<file path="config.mk">
export PLATFORM = sky130hd
export DESIGN_NAME = seq_alu
export DESIGN_NICKNAME = d
export VERILOG_FILES = /design/src/rtl/seq_alu_pkg.sv /design/src/rtl/seq_alu_shifter.sv /design/src/rtl/seq_alu.sv
export SDC_FILE = /design/constraint.sdc
export NUM_CORES = 1
export LEC_CHECK = 0
export CAP_MARGIN = 20
export CORE_ASPECT_RATIO = 0.6
export CORE_MARGIN = 5
export CORE_UTILIZATION = 40
export CTS_CLUSTER_DIAMETER = 50
export DETAILED_ROUTE_END_ITERATION = 8
export PLACE_DENSITY_LB_ADDON = 0.12
export SYNTH_ARGS = -nofsm -noshare
export SYNTH_HDL_FRONTEND = slang
export SYNTH_SLANG_ARGS = --single-unit
export TNS_END_PERCENT = 5
</file>
<file path="constraint.sdc">
create_clock -name clk -period 6.1 [get_ports clk]
set_input_delay 1.22 -clock clk [delete_from_list [all_inputs] [get_ports clk]]
set_output_delay 1.22 -clock clk [all_outputs]
set_load 0.005 [all_outputs]
</file>
<file path="src/rtl/seq_alu_pkg.sv">
// Shared opcodes, FSM state encoding and reserved-opcode decode for seq_alu.
// Build option: SEQ_ALU_CARRY_CHAIN_EN turns opcodes 9 (ADC) and 10 (SBB) into real operations.
package seq_alu_pkg;

    localparam logic [3:0] OP_ADD = 4'd0;
    localparam logic [3:0] OP_SUB = 4'd1;
    localparam logic [3:0] OP_XOR = 4'd2;
    localparam logic [3:0] OP_MOV = 4'd3;
    localparam logic [3:0] OP_SHL = 4'd4;
    localparam logic [3:0] OP_SHR = 4'd5;
    localparam logic [3:0] OP_BCF = 4'd6;
    localparam logic [3:0] OP_BBF = 4'd7;
    localparam logic [3:0] OP_BUC = 4'd8;
    localparam logic [3:0] OP_ADC = 4'd9;
    localparam logic [3:0] OP_SBB = 4'd10;

    typedef enum logic {
        ST_IDLE  = 1'b0,
        ST_SHIFT = 1'b1
    } state_t;

    function automatic logic is_reserved(input logic [3:0] op);
`ifdef SEQ_ALU_CARRY_CHAIN_EN
        return op > OP_SBB;
`else
        return op > OP_BUC;
`endif
    endfunction

endpackage

</file>
<file path="src/rtl/seq_alu_shifter.sv">
// Iterative one-bit-per-cycle logical shifter; dir=0 shifts left, dir=1 shifts right.
// done flags the cycle whose clock edge performs the final shift, with data_out holding that value.
module seq_alu_shifter #(
    parameter int WIDTH   = 8,
    parameter int SHAMT_W = $clog2(WIDTH)
) (
    input  logic               clk,
    input  logic               rst_n,
    input  logic               load,
    input  logic               dir,
    input  logic [WIDTH-1:0]   data,
    input  logic [SHAMT_W-1:0] amount,
    output logic [WIDTH-1:0]   data_out,
    output logic               done
);

    logic [WIDTH-1:0]   data_q;
    logic [SHAMT_W-1:0] count;
    logic               dir_q;

    always_ff @(posedge clk or negedge rst_n) begin
        if (!rst_n) begin
            data_q <= '0;
            count  <= '0;
            dir_q  <= 1'b0;
        end else if (load) begin
            data_q <= data;
            count  <= amount;
            dir_q  <= dir;
        end else if (count != '0) begin
            data_q <= data_out;
            count  <= count - 1'b1;
        end
    end

    assign data_out = dir_q ? (data_q >> 1) : (data_q << 1);
    assign done     = (count == SHAMT_W'(1));

endmodule

</file>
<file path="src/rtl/seq_alu.sv">
// Registered ALU with valid/ready handshake, persistent carry/borrow/zero flags and flag branches.
// Build option: SEQ_ALU_CARRY_CHAIN_EN adds ADC/SBB using the stored carry/borrow flags as carry-in.
module seq_alu
    import seq_alu_pkg::*;
#(
    parameter int WIDTH   = 8,
    parameter int ADDR_W  = 4,
    parameter int SHAMT_W = $clog2(WIDTH)
) (
    input  logic              clk,
    input  logic              rst_n,
    input  logic              in_valid,
    output logic              in_ready,
    input  logic [3:0]        op,
    input  logic [WIDTH-1:0]  a,
    input  logic [WIDTH-1:0]  b,
    input  logic [ADDR_W-1:0] addr,
    output logic              out_valid,
    input  logic              out_ready,
    output logic [WIDTH-1:0]  result,
    output logic              carry_flag,
    output logic              borrow_flag,
    output logic              zero_flag,
    output logic              branch_taken,
    output logic [ADDR_W-1:0] branch_addr,
    output logic              busy
);

    state_t            state, state_next;
    logic              accept;
    logic              load_beat;
    logic              upd_zero;
    logic [WIDTH-1:0]  res_next;
    logic              taken_next;
    logic [ADDR_W-1:0] baddr_next;
    logic              carry_next, borrow_next, zero_next;
    logic              shift_load, shift_done;
    logic [WIDTH-1:0]  shift_out;
    logic [WIDTH:0]    sum, diff;

    assign in_ready = (state == ST_IDLE) && (!out_valid || out_ready);
    assign accept   = in_valid && in_ready;
    assign busy     = (state == ST_SHIFT);

    // The extra top bit of sum/diff is carry-out / borrow (a < b).
    assign sum  = {1'b0, a} + {1'b0, b};
    assign diff = {1'b0, a} - {1'b0, b};

`ifdef SEQ_ALU_CARRY_CHAIN_EN
    logic [WIDTH:0] adc_sum, sbb_diff;
    assign adc_sum  = sum  + {{WIDTH{1'b0}}, carry_flag};
    assign sbb_diff = diff - {{WIDTH{1'b0}}, borrow_flag};
`endif

    seq_alu_shifter #(
        .WIDTH  (WIDTH),
        .SHAMT_W(SHAMT_W)
    ) u_shifter (
        .clk     (clk),
        .rst_n   (rst_n),
        .load    (shift_load),
        .dir     (op == OP_SHR),
        .data    (a),
        .amount  (b[SHAMT_W-1:0]),
        .data_out(shift_out),
        .done    (shift_done)
    );

    always_comb begin
        state_next  = state;
        load_beat   = 1'b0;
        upd_zero    = 1'b0;
        shift_load  = 1'b0;
        res_next    = '0;
        taken_next  = 1'b0;
        baddr_next  = '0;
        carry_next  = carry_flag;
        borrow_next = borrow_flag;
        zero_next   = zero_flag;
        case (state)
            ST_IDLE: begin
                if (accept) begin
                    load_beat = 1'b1;
                    if (!is_reserved(op)) begin
                        case (op)
                            OP_ADD: begin
                                res_next   = sum[WIDTH-1:0];
                                carry_next = sum[WIDTH];
                                upd_zero   = 1'b1;
                            end
                            OP_SUB: begin
                                res_next    = diff[WIDTH-1:0];
                                borrow_next = diff[WIDTH];
                                upd_zero    = 1'b1;
                            end
                            OP_XOR: begin
                                res_next = a ^ b;
                                upd_zero = 1'b1;
                            end
                            OP_MOV: begin
                                res_next = a;
                                upd_zero = 1'b1;
                            end
                            OP_SHL, OP_SHR: begin
                                // A zero amount completes immediately like any single-cycle op.
                                if (b[SHAMT_W-1:0] == '0) begin
                                    res_next = a;
                                    upd_zero = 1'b1;
                                end else begin
                                    load_beat  = 1'b0;
                                    shift_load = 1'b1;
                                    state_next = ST_SHIFT;
                                end
                            end
                            OP_BCF: begin
                                taken_next = carry_flag;
                                baddr_next = addr;
                            end
                            OP_BBF: begin
                                taken_next = borrow_flag;
                                baddr_next = addr;
                            end
                            OP_BUC: begin
                                taken_next = 1'b1;
                                baddr_next = addr;
                            end
`ifdef SEQ_ALU_CARRY_CHAIN_EN
                            OP_ADC: begin
                                res_next   = adc_sum[WIDTH-1:0];
                                carry_next = adc_sum[WIDTH];
                                upd_zero   = 1'b1;
                            end
                            OP_SBB: begin
                                res_next    = sbb_diff[WIDTH-1:0];
                                borrow_next = sbb_diff[WIDTH];
                                upd_zero    = 1'b1;
                            end
`endif
                            default: ;
                        endcase
                    end
                end
            end
            ST_SHIFT: begin
                if (shift_done) begin
                    load_beat  = 1'b1;
                    res_next   = shift_out;
                    upd_zero   = 1'b1;
                    state_next = ST_IDLE;
                end
            end
            default: state_next = ST_IDLE;
        endcase
        if (upd_zero) begin
            zero_next = (res_next == '0);
        end
    end

    always_ff @(posedge clk or negedge rst_n) begin
        if (!rst_n) begin
            state        <= ST_IDLE;
            out_valid    <= 1'b0;
            result       <= '0;
            branch_taken <= 1'b0;
            branch_addr  <= '0;
            carry_flag   <= 1'b0;
            borrow_flag  <= 1'b0;
            zero_flag    <= 1'b0;
        end else begin
            state       <= state_next;
            carry_flag  <= carry_next;
            borrow_flag <= borrow_next;
            zero_flag   <= zero_next;
            if (load_beat) begin
                out_valid    <= 1'b1;
                result       <= res_next;
                branch_taken <= taken_next;
                branch_addr  <= baddr_next;
            end else if (out_ready) begin
                out_valid <= 1'b0;
            end
        end
    end

endmodule

</file>
== After elaboration in Yosys (flattened, before gate mapping) ==
Index checks and enable logic that the tools add are counted.

* Flip-flop bits (word level): 30
* Output and inout bits: 19

* $add $sub $neg: 3
* $lt $le $gt $ge: 1
* Eq/ne operators: 9
* Muxes and demuxes: 38
* Bitwise gates (word level): 3
* Reductions and logical operators: 15

{| class="wikitable"
|+ Operators by type and width
! kind !! number
|-
| 8-bit 2-to-1 mux || 7
|-
| 8-bit one-hot mux with 5 select lines || 1
|-
| 1-bit 2-to-1 mux || 18
|-
| 4-bit by 3-bit == test with 1-bit output, second input constant || 4
|-
| 4-bit 2-to-1 mux || 4
|-
| 8-bit one-hot mux with 2 select lines || 1
|-
| 8-bit by 8-bit adder with 9-bit output || 1
|-
| 8-bit by 8-bit subtractor with 9-bit output || 1
|-
| 4-bit by 2-bit == test with 1-bit output, second input constant || 2
|-
| 8-bit zero test || 1
|-
| 1-bit one-hot mux with 2 select lines || 4
|-
| 4-bit AND reduction || 2
|-
| 8-bit XOR || 1
|-
| 3-bit 2-to-1 mux || 2
|-
| 4-bit by 1-bit == test with 1-bit output, second input constant || 1
|-
| 4-bit == test, second input constant || 1
|-
| 4-bit > comparator, second input constant || 1
|-
| 4-bit zero test || 1
|-
| 2-bit nonzero test || 2
|-
| 4-bit OR reduction || 1
|-
| 3-bit by 1-bit == test with 1-bit output, second input constant || 1
|-
| 3-bit zero test || 1
|-
| 1-bit one-hot mux with 3 select lines || 1
|-
| 3-bit nonzero test || 1
|-
| 7 further kinds || 9
|}

== Longest topological paths before layout ==
Gate-level depths: netlist of the first run.

* Depth in word-level cells: 7
* Mapped depth: 10
* Gate-level depth less buffers: 10

== By module ==
From an unflattened synthesis of the first run, not the netlist that was laid out.

* Cells, all modules: 291
* Area, all modules: 2576.2 um^2

{| class="wikitable"
|+ Modules (own cells, without submodules)
! module !! instances !! cells an instance !! area an instance (um^2) !! sequential area each (um^2)
|-
| seq_alu || 1 || 226 || 1866.8 || 450.4
|-
| seq_alu_shifter || 1 || 65 || 709.4 || 300.3
|}

== Least setup slack after synthesis of the first run ==
OpenSTA, ideal clock, no wires.

* Path type: input to register
* From: input port b[1]
* To: register zero_flag
* Setup time: 0.104 ns
* Arrival time: 3.083 ns
* Data required time: 5.996 ns
* Setup slack: 2.914 ns
* Stages on the path: 9
* Path buffers: 0
* Cells stage by stage: inv_1 ha_1 nor2b_4 o2111a_2 o31ai_4 xnor2_1 nor2b_1 or3b_4 o41ai_2

* Word-level cells in the longest chain between the ends: 7

{| class="wikitable"
|+ RTL lines
! element !! line !! source
|-
| start, declared || seq_alu.sv:16 || <nowiki>input logic [WIDTH-1:0] b,</nowiki>
|-
| branches (longest 7 deep; another with 8-bit by 8-bit subtractor with 9-bit output) || n/a ||
|-
| end signal, assigned || seq_alu.sv:173 || <nowiki>zero_flag <= zero_next;</nowiki>
|-
| end, declared || seq_alu.sv:23 || <nowiki>output logic zero_flag,</nowiki>
|}

Several ways; the timed one is not identified.
A chain may end at the register's enable or synchronous reset.

== Worst setup path after layout of the first run ==
* From: input port a[0]
* To: register zero_flag

* Word-level cells in the longest chain between the ends: 6

{| class="wikitable"
|+ RTL lines
! element !! line !! source
|-
| start, declared || seq_alu.sv:15 || <nowiki>input logic [WIDTH-1:0] a,</nowiki>
|-
| 8-bit by 8-bit subtractor with 9-bit output (tied with other cells) || seq_alu.sv:47 || <nowiki>assign diff = {1'b0, a} - {1'b0, b};</nowiki>
|-
| 8-bit one-hot mux with 5 select lines * || seq_alu.sv:85 || <nowiki>case (op)</nowiki>
|-
| 8-bit 2-to-1 mux * || seq_alu.sv:84 || <nowiki>if (!is_reserved(op)) begin</nowiki>
|-
| 8-bit 2-to-1 mux * || seq_alu.sv:82 || <nowiki>if (accept) begin</nowiki>
|-
| 8-bit one-hot mux with 2 select lines * || seq_alu.sv:80 || <nowiki>case (state)</nowiki>
|-
| 8-bit zero test * || seq_alu.sv:155 || <nowiki>zero_next = (res_next == '0);</nowiki>
|}

Every way passes the cells marked *; elsewhere a longest branch is shown, timed or not.

==> results by group, run 1 <==
Pwr
  • Total power: 0.985 mW
  • Pwr per Cell Area: ~310 nW/um^2
  • Leakage power: 1.41 nW
  • Worst VDD drop: around 0.19 mV

STA
  • Final slew viol count: 0
  • Endpoints failing setup: 0
  • Share of the clock period used by the worst path: 63.2%
  • Final worst clock skew: 7.20 ps
  • Final total negative setup slack: 0 ps
  • Relative slew margins: 31.6%
  • Max Freq: 259 MHz
  • Transition time at the pin with the least slew margin: approximately 1000 ps
  • Final Hold Vio Count: 0
  • Unrepaired setup endpoints after global routing: no
  • Final hold slack: 474 ps
  • Tmin final: 3860 ps

Flow run
  • Max-cap violations: 0

Yosys
  • Number of instances in the synthesized netlist: 311
  • Unique cell type count in the Yosys netlist: 56
  • Netlist area before placement: 2550 um^2
  • Mean instance size in the synthesized netlist: 8.20 um^2
  • Sequential cell area fraction in the yosys report: 29.4%
  • Number of synthesized flops with an enable pin: 0
  • Total nets after synthesis: ~360
  • Post-synthesis async set-or-reset flop share: 100%
  • Ys flop type: sky130_fd_sc_hd__dfrtp_1
  • Register bit total from synthesis: 30
  • Yosys warning total: 0

Hold path
  • Min-delay worst type: register to register
  • Startpoint of the lowest-slack hold path: result[0]$_DFFE_PN0P_

Clock network
  • Clock tree root buffer cell: sky130_fd_sc_hd__clkbuf_8
  • Resized Gates After CTS: 0
  • Clock buffers created by TritonCTS: 5
  • TritonCTS clock tree: yes
  • Number of buffers inserted by hold repair at cts: 0
  • Post-CTS setup repair buffer count: 0
  • Insertion delay to the later sink of the worst-skew pair: 280 ps
  • Clk sink count: 30
  • Clock-pin slew on the worst setup and hold paths: approximately 70 ps
  • H-Tree Level Count: 2
  • Clock Tree Buf Depth: 2

Drt
  • Mean routed wirelength per cell: about 16 um
  • DRC errors left: 0
  • Routed vias/inst: roughly 5.5
  • Total Routed Length: 7180 um
  • Total via count after detailed routing: 2,429
  • First-iteration detailed-routing DRC count: around 220
  • Post-detailed-route count of antenna-violating nets: 0
  • Length of the first detailed-routing pass in iterations: 5

Final layout
  • Non-filler cells in the finished layout: approximately 440
  • Final core utilization: 51.1%
  • Net count, final: 403
  • Signed area change from the synthesized netlist to the final layout: 23.4%
  • # diodes: 0
  • Share of post-route cells with drive strength above 1: 6.21%

Setup path
  • CP Max Fanout: 3
  • Critical path startpoint: a[0]
  • Worst endpoint required time: about 6300 ps
  • Kind of launch point of the worst setup path: input pin
  • WS Path Type: input pin to register
  • Launching point of the worst reg2reg path: busy$_DFF_PN0_
  • Category of the worst setup path capture point: register
  • Arrival time reported for the critical path endpoint: 4040 ps

Run status
  • Run status: completed

Placed design
  • DP Wirelength: 5800 um
  • Total instance count after detailed placement: 430
  • Routability congestion estimate: 0.872
  • Number of I/O port buffers: 46

Floorplan
  • Num rows: 22
  • Chip Height: 71.9 um
  • Die outline width: 113 um
  • Top-Level Pins: 47
  • Area of the core: 6170 um^2
  • Die area: 8130 um^2
  • Initial Utilization: 41.4%

Global routing
  • Wire length of the first global-routing pass: approximately 12,000 um
  • Largest net degree at the start of global routing: 31
  • Vias in the first global route: 2,267
  • Aggregate global-route resource usage: a little under a fifth
  • Met2 demand-to-capacity share in global routing: ~25%
  • GR Overflow Total: 0
  • GRT met3 Usage: 4.14%
  • GRT met1 Usage: around 29%
  • Antenna violations before repair: 0
  • GRT Max-Usage Layer: met1
==> flip-flops by register name, indices dropped and copies added, names as in the netlist, 3 cells and up <==
name	flops
u_shifter.count	3
result	8
u_shifter.data_q	8
branch_addr	4
==> critical path: stages <==
cell and delay, ps:
sky130_fd_sc_hd__clkdlybuf4s50_1 520, sky130_fd_sc_hd__inv_1 90, sky130_fd_sc_hd__ha_1 210, sky130_fd_sc_hd__fa_1 410, sky130_fd_sc_hd__nand2b_1 170, sky130_fd_sc_hd__a21oi_1 340
sky130_fd_sc_hd__mux2i_1 250, sky130_fd_sc_hd__a21oi_1 100, sky130_fd_sc_hd__a211oi_1 330, sky130_fd_sc_hd__nand4_1 180, sky130_fd_sc_hd__o41ai_2 220
==> cells in the final DEF, fill, tap and decap left out, types with 3 or more instances in the layout <==
master / n
sky130_fd_sc_hd__a21oi_1: 24
sky130_fd_sc_hd__nand2b_1: 5
sky130_fd_sc_hd__nor2_1: 48
sky130_fd_sc_hd__a22o_1: 7
sky130_fd_sc_hd__ha_1: 20
sky130_fd_sc_hd__mux2i_1: 10
sky130_fd_sc_hd__clkbuf_8: 6
sky130_fd_sc_hd__clkdlybuf4s50_1: 46
sky130_fd_sc_hd__a21o_1: 6
sky130_fd_sc_hd__o21ai_0: 18
sky130_fd_sc_hd__a32oi_1: 3
sky130_fd_sc_hd__nand2_1: 34
sky130_fd_sc_hd__a221oi_1: 4
sky130_fd_sc_hd__inv_1: 20
sky130_fd_sc_hd__nor3_1: 5
sky130_fd_sc_hd__a2111oi_0: 3
sky130_fd_sc_hd__o211ai_1: 3
sky130_fd_sc_hd__nor3b_1: 3
sky130_fd_sc_hd__nand3_1: 3
sky130_fd_sc_hd__or3_1: 3
sky130_fd_sc_hd__nor2b_1: 4
sky130_fd_sc_hd__dfrtp_1: 30
sky130_fd_sc_hd__xnor2_1: 4
sky130_fd_sc_hd__a211oi_1: 5
==> where the power goes <==
part | leakage, nW | internal [mW] | switching [mW]
sequential | 0.384 | 0.281 | 0.0717
combinational | 0.983 | 0.239 | 0.221
clock | 0.0472 | 0.0907 | 0.0819
==> through the flow <==
step	instance area, um^2	worst slack (ps)
after floorplan	2550	2910
after detailed placement	3050	1990
after global routing	3150	2060
after global placement	3050	2000
final	3150	2240
after CTS	3150	2270
==> area by class of cell <==
type	count	area, um^2
clock buffer	6	82.6
clock inverter	2	12.5
fill	625	3020
inverter	20	75.1
multi-input combinational	249	1650
sequential	30	751
tap	84	105
timing repair buffer	47	468
==> routing by layer <==
metal	part of all wire, %	wire length, um
met1	53	3820
met2	40	2840
met3	7.2	519
met4	0.056	4
met5	0	0
==> logic make-up (layout without fill, tap and decap cells) <==
group	count (synthesis)	in the layout	synth area share, %
simple gates	119	119	22.1
flops	30	30	29.4
compound gates	94	94	26.0
mux	10	10	3.92
buf+inv	32	75	5.74
fa+ha+maj	22	22	11.4
xor+xnor	4	4	1.37
==> final timing paths <==
path,endpoint,slack [ps],depth (start not counted)
worst max-delay path,zero_flag$_DFFE_PN0P_,2240,11
worst min-delay path,result[0]$_DFFE_PN0P_,470,2
worst max register to register,u_shifter.count[2]$_DFFE_PN0P_,3290,6
worst min register to register,result[0]$_DFFE_PN0P_,470,2
max in group asynchronous,u_shifter.data_q[4]$_DFFE_PN0P_,4480,2
min in group asynchronous,out_valid$_DFFE_PN0P_,1330,2
==> synth_stat cells (2+ instances only) <==
cell                         n  area [um^2]
sky130_fd_sc_hd__a2111oi_0   3         26.3
sky130_fd_sc_hd__a211oi_1    5         37.5
sky130_fd_sc_hd__a21o_1      6         45.0
sky130_fd_sc_hd__a21oi_1    24          120
sky130_fd_sc_hd__a221o_1     2         20.0
sky130_fd_sc_hd__a221oi_1    4         35.0
sky130_fd_sc_hd__a22o_1      7         61.3
sky130_fd_sc_hd__a31oi_1     2         12.5
sky130_fd_sc_hd__a32oi_1     3         26.3
sky130_fd_sc_hd__buf_2       3         15.0
sky130_fd_sc_hd__buf_4       2         15.0
sky130_fd_sc_hd__buf_6       2         22.5
sky130_fd_sc_hd__clkbuf_1    5         18.8
sky130_fd_sc_hd__dfrtp_1    30          751
sky130_fd_sc_hd__fa_1        2         40.0
sky130_fd_sc_hd__ha_1       20          250
sky130_fd_sc_hd__inv_1      20         75.1
sky130_fd_sc_hd__mux2i_1    10          100
sky130_fd_sc_hd__nand2_1    34          128
sky130_fd_sc_hd__nand2b_1    5         31.3
sky130_fd_sc_hd__nand3_1     3         15.0
sky130_fd_sc_hd__nand3b_1    2         15.0
sky130_fd_sc_hd__nand4_1     2         12.5
sky130_fd_sc_hd__nor2_1     48          180
sky130_fd_sc_hd__nor2b_1     4         25.0
sky130_fd_sc_hd__nor3_1      5         25.0
sky130_fd_sc_hd__nor3b_1     3         22.5
sky130_fd_sc_hd__o211ai_1    3         22.5
sky130_fd_sc_hd__o21ai_0    18         90.1
sky130_fd_sc_hd__o22ai_1     2         12.5
sky130_fd_sc_hd__or2_1       2         12.5
sky130_fd_sc_hd__or3_1       3         18.8
sky130_fd_sc_hd__xnor2_1     4         35.0
No activity file was read; power rests on OpenSTA's default activity.
==> run 2: changes to the inputs <==
clock period = 3.7 ns   (was 6.1 ns; I/O delays follow)
==> run 2 against run 1 <==
Flip-flop and latch count did not move. Via count grew 2.2%. Register-to-register slack lost 1900 ps. Sequential share of layout area decreased by 0.50 points. Clock power rose by 65%. Wire length up 3.4%. Hold slack improved by 2.9 ps. Clock skew up 1.4 ps. Critical path type unchanged. Largest cell class unchanged. Largest power group unchanged.
==> results by group, run 2 (synthesis results as in run 1) <==
Run status
  • Run status: completed

Hold path
  • Min-delay worst type: register to register
  • Cell count of the worst hold path: 2

STA
  • Endpoints failing setup: 0
  • Transition time at the pin with the least slew margin: 615 ps
  • Final slew viol count: 0
  • Final Hold Vio Count: 0
  • Final total negative setup slack: 0 ps
  • Final hold slack: approximately 480 ps
  • Final worst clock skew: 8.62 ps
  • Max Freq: 298 MHz
  • Tmin final: 3360 ps
  • Share of the clock period used by the worst path: about nine tenths
  • Relative slew margins: 58.7%
  • Unrepaired setup endpoints after global routing: no

Clock network
  • Clock-pin slew on the worst setup and hold paths: approximately 70 ps
  • Insertion delay to the later sink of the worst-skew pair: 290 ps
  • Clk sink count: 30
  • H-Tree Level Count: 2
  • Post-CTS setup repair buffer count: 0
  • Clock Tree Buf Depth: 2
  • TritonCTS clock tree: yes
  • Clock buffers created by TritonCTS: 5
  • Number of buffers inserted by hold repair at cts: 0
  • Resized Gates After CTS: 0
  • Clock tree root buffer cell: sky130_fd_sc_hd__clkbuf_8

Drt
  • Mean routed wirelength per cell: 16.6 um
  • Total Routed Length: 7430 um
  • Post-detailed-route count of antenna-violating nets: 0
  • DRC errors left: 0
  • Routed vias/inst: 5.55
  • Length of the first detailed-routing pass in iterations: 5
  • Total via count after detailed routing: roughly 2,500
  • First-iteration detailed-routing DRC count: 276

Setup path
  • CP Max Fanout: 5
  • Category of the worst setup path capture point: register
  • Critical-path cell list: clkdlybuf4s50_1, ha_1, inv_1, fa_1, o211ai_1, o311ai_1, a221o_1, a2111oi_0, nand4_1, o41ai_2
  • Critical Path Stages: 10
  • Kind of cell with the highest combined delay on the critical path: compound AO/OA/AOI/OAI gates
  • WS Path Type: input pin to register
  • Reg2Reg Depth: 7
  • Slowest Stage Delay on Critical Path: 550 ps
  • Slowest stage cell on the critical path: sky130_fd_sc_hd__clkdlybuf4s50_1
  • Kind of launch point of the worst setup path: input pin
  • Arrival time reported for the critical path endpoint: 3550 ps
  • Worst endpoint required time: between 3000 and 4000 ps
  • Minimum setup slack among reg-to-reg paths: 1380 ps
  • Count of buffering cells on the critical path with inverters included: 2

Placed design
  • Placed Instance Area: between 3000 and 4000 um^2
  • Routability congestion estimate: 0.852
  • DP Wirelength: 5920 um
  • Number of I/O port buffers: 46

Final layout
  • Final cell area excluding filler cells: approximately 3200 um^2
  • Net count, final: 412
  • Signed area change from the synthesized netlist to the final layout: 26.0%
  • # diodes: 0
  • Most frequent cells in the layout: sky130_fd_sc_hd__nor2_1 (48), sky130_fd_sc_hd__clkdlybuf4s50_1 (46), sky130_fd_sc_hd__nand2_1 (34)
  • Share of post-route cells with drive strength above 1: 8.54%
  • Most common cell after layout, fill and taps aside: sky130_fd_sc_hd__nor2_1
  • Registers with the most flip-flops: result x8, u_shifter.data_q x8, branch_addr x4
  • Number of fill cells: 612

Floorplan
  • Num rows: 22
  • Die outline width: around 110 um
  • Initial Utilization: between 40% and 50%
  • Chip Height: just over 70 um
  • Die area: about 8100 um^2
  • Area of the core: between 6000 and 7000 um^2
  • Top-Level Pins: 47

Global routing
  • Largest net degree at the start of global routing: 31
  • Vias in the first global route: roughly 2,300
  • Aggregate global-route resource usage: 18.9%
  • Antenna violations before repair: 0
  • Wire length of the first global-routing pass: 12,200 um
  • GR Overflow Total: 0

Flow run
  • Max-cap violations: 0

Pwr
  • Leakage power: 1.46 nW
  • Total power: 1.64 mW
  • Pwr per Cell Area: 512 nW/um^2
  • Worst VDD drop: just under 0.3 mV
run 2: cell types whose count changed in the layout (fill, tap and decap cells not counted):
| cell | delta |
|---|---|
| sky130_fd_sc_hd__buf_4 | +9 |
run 2: tightest hold or removal path, cell delays in order (launching register included):
cell and delay [ps]:
sky130_fd_sc_hd__dfrtp_1 340, sky130_fd_sc_hd__nand2_1 50, sky130_fd_sc_hd__nand2_1 50
run 2: through the flow:
step                utilization (%)  setup WS (ps)  std cells
floorplan                         -            994        311
global placement               50.6            147        439
detailed placement             50.6           95.8        439
CTS                            52.2            387        447
global route                   52.2           45.8        447
finish                         52.2            342        447
run 2: worst paths after layout:
check | startpoint | end
max in group asynchronous | rst_n | u_shifter.count[1]$_DFFE_PN0P_
worst min register to register | result[1]$_DFFE_PN0P_ | result[1]$_DFFE_PN0P_
worst max-delay path | b[0] | zero_flag$_DFFE_PN0P_
worst min-delay path | result[1]$_DFFE_PN0P_ | result[1]$_DFFE_PN0P_
worst max register to register | busy$_DFF_PN0_ | zero_flag$_DFFE_PN0P_
min in group asynchronous | rst_n | borrow_flag$_DFFE_PN0P_
run 2: cell type report:
class | count | area [um^2] | share of cell area, %
Inverter | 20 | 75.1 | 2.33
Clock inverter | 2 | 12.5 | 0.389
Tap cell | 84 | 105 | 3.27
Multi-Input combinational cell | 249 | 1650 | 51.4
Sequential cell | 30 | 751 | 23.3
Clock buffer | 6 | 82.6 | 2.57
Timing Repair Buffer | 56 | 536 | 16.7
run 2: layer usage:
layer	up-vias	wire length (um)	track usage, %
met5	-	0	0
met4	0	54	3.60
met3	9	597	4.47
met2	99	2890	26.2
met1	1161	3880	29.5
li1	1213	-	-
run 2: report_power, final:
| group | total (mW) | switching (mW) | internal (mW) | leakage, nW |
|---|---|---|---|---|
| clock | 0.285 | 0.135 | 0.149 | 0.0472 |
| combinational | 0.774 | 0.373 | 0.401 | 1.03 |
| sequential | 0.586 | 0.123 | 0.462 | 0.384 |
==> run 3: changes to the inputs <==
CELL_PAD_IN_SITES_DETAIL_PLACEMENT = 0   (was not set)
CELL_PAD_IN_SITES_GLOBAL_PLACEMENT = 1   (was not set)
CORE_ASPECT_RATIO = 1.75   (was 0.6)
CORE_UTILIZATION = 39   (was 40)
SKIP_CTS_REPAIR_TIMING = 1   (was not set)
==> run 3 against run 2 <==
Clock skew down 3.9 ps. First-iteration DRC count shrank 60%. Sequential share of layout area shrank 0.45 points. Maximum frequency down 0.70%. Largest cell class unchanged. Largest power group unchanged. Power increased by 10%. Clock power grew 64%.
==> results by group, run 3 (synthesis results as in run 1) <==
STA
  • Final WS setup: approximately 320 ps
  • Relative slew margins: 63.3%
  • Share of the clock period used by the worst path: 91.4%
  • Transition time at the pin with the least slew margin: 548 ps
  • Endpoints failing setup: 0
  • Max Freq: 296 MHz
  • Final total negative setup slack: 0 ps
  • Tmin final: 3380 ps
  • Unrepaired setup endpoints after global routing: no
  • Final Hold Vio Count: 0
  • Final worst clock skew: 4.76 ps
  • Final slew viol count: 0

Clock network
  • Clock Tree Buf Depth: 2
  • Clock tree root buffer cell: sky130_fd_sc_hd__clkbuf_16
  • Clk sink count: 30
  • Clock-pin slew on the worst setup and hold paths: 50 ps
  • Clock buffers created by TritonCTS: 5
  • H-Tree Level Count: 2
  • TritonCTS clock tree: yes
  • Insertion delay to the later sink of the worst-skew pair: ~270 ps

Setup path
  • CP most frequent cell: sky130_fd_sc_hd__a21oi_1
  • Launching point of the worst reg2reg path: u_shifter.count[1]$_DFFE_PN0P_
  • Worst endpoint required time: a little under 4000 ps
  • CP Max Fanout: 3
  • Count of buffering cells on the critical path with inverters included: 2
  • Reg2Reg Depth: 8
  • Arrival time reported for the critical path endpoint: 3560 ps
  • Minimum setup slack among reg-to-reg paths: around 1500 ps
  • Kind of cell with the highest combined delay on the critical path: compound AO/OA/AOI/OAI gates
  • Slowest Stage Delay on Critical Path: 520 ps
  • Category of the worst setup path capture point: register
  • Kind of launch point of the worst setup path: input pin
  • Critical-path cell list: clkdlybuf4s50_1, inv_1, ha_1, fa_1, nand2b_1, a21oi_1, mux2i_1, a21oi_1, a211oi_1, nand4_1, o41ai_2
  • Slowest stage cell on the critical path: sky130_fd_sc_hd__clkdlybuf4s50_1
  • WS Path Type: input pin to register
  • FF-to-FF End: zero_flag$_DFFE_PN0P_

Placed design
  • Routability congestion estimate: between 0.8 and 0.9
  • DP Wirelength: 6160 um
  • Placement-stage worst setup slack: 19.4 ps
  • Number of I/O port buffers: 46

Flow run
  • Max-cap violations: 0

Final layout
  • Most frequent cells in the layout: sky130_fd_sc_hd__nor2_1 (48), sky130_fd_sc_hd__clkdlybuf4s50_1 (46), sky130_fd_sc_hd__nand2_1 (34)
  • Signed area change from the synthesized netlist to the final layout: 28.5%
  • Net count, final: between 400 and 500
  • Registers with the most flip-flops: result x8, u_shifter.data_q x8, branch_addr x4
  • Number of fill cells: 656
  • Most common cell after layout, fill and taps aside: sky130_fd_sc_hd__nor2_1
  • Share of post-route cells with drive strength above 1: under 10%
  • # diodes: 0

Floorplan
  • Initial Utilization: 39.6%
  • Num rows: 39
  • Die area: between 8000 and 9000 um^2
  • Chip Height: 117 um
  • Top-Level Pins: between 40 and 50
  • Die outline width: 71.1 um
  • Area of the core: 6440 um^2

Drt
  • Routed vias/inst: 5.36
  • First-iteration detailed-routing DRC count: 110
  • Mean routed wirelength per cell: roughly 17 um
  • DRC errors left: 0
  • Total Routed Length: between 7000 and 8000 um
  • Length of the first detailed-routing pass in iterations: 5
  • Total via count after detailed routing: about 2,400
  • Post-detailed-route count of antenna-violating nets: 0

Global routing
  • GR Overflow Total: 0
  • Largest net degree at the start of global routing: 31
  • Antenna violations before repair: 0
  • Vias in the first global route: 2,529
  • Wire length of the first global-routing pass: 12,800 um
  • Aggregate global-route resource usage: 19.5%

Pwr
  • Pwr per Cell Area: 553 nW/um^2
  • Leakage power: 1.49 nW
  • Worst VDD drop: between 0.2 and 0.25 mV

Run status
  • Run status: completed

Hold path
  • Startpoint of the lowest-slack hold path: result[1]$_DFFE_PN0P_
  • Min-delay worst type: register to register
  • Cell count of the worst hold path: 2
  • Sink of the worst hold path: result[1]$_DFFE_PN0P_
run 3: cell types whose count changed in the layout (fill, tap and decap cells not counted), sizes merged:
cell and change:
buf -1, bufinv +1, clkinv -1, clkinvlp -1
run 3: metal layers:
layer  track usage (%)  wire length [um]
met1              21.6              2980
met2              37.4              4270
met3              2.65               228
met4              6.65                87
met5                 0                 0
run 3: final cells by class:
cell class	instances	area (um^2)	share of cell area, %
clock inverter	1	30.0	0.916
multi-input combinational	249	1650	50.4
sequential	30	751	22.9
tap	82	103	3.13
timing repair buffer	55	528	16.1
inverter	20	75.1	2.29
clock buffer	6	139	4.24
run 3: worst max path at each step:
| stage | startpoint | end | slack [ps] | depth (start not counted) |
|---|---|---|---|---|
| after floorplan | b[1] | zero_flag$_DFFE_PN0P_ | 990 | 9 |
| after global placement | a[0] | zero_flag$_DFFE_PN0P_ | 2 | 11 |
| after detailed placement | a[0] | zero_flag$_DFFE_PN0P_ | 20 | 11 |
| after CTS | a[0] | zero_flag$_DFFE_PN0P_ | 270 | 11 |
| after global routing | a[1] | zero_flag$_DFFE_PN0P_ | 100 | 10 |
| final | a[0] | zero_flag$_DFFE_PN0P_ | 320 | 11 |
run 3: report_power, final:
part           internal, mW  switching (mW)
Clock                 0.331           0.135
Sequential            0.464           0.116
Combinational         0.401           0.368
run 3: worst reg2reg max path, delay by kind of cell, from the launching register on:
family                   cells  cell delay, ps
buffers and inverters        1              70
adder cells (fa/ha/maj)      1             190
AND/OR/NAND/NOR              3             610
AO/OA/AOI/OAI                3             930
flip-flops                   1             340
run 3: stage by stage:
stage	std cells	hold WS (ps)	utilization, %	instance area (um^2)	total power, mW
finish	443	472	50.9	3280	1.81
global route	443	522	50.9	3280	1.96
CTS	443	480	50.9	3280	1.84
detailed placement	436	468	48.3	3110	1.36
global placement	436	464	48.3	3110	1.35
floorplan	311	444	-	2550	1.04
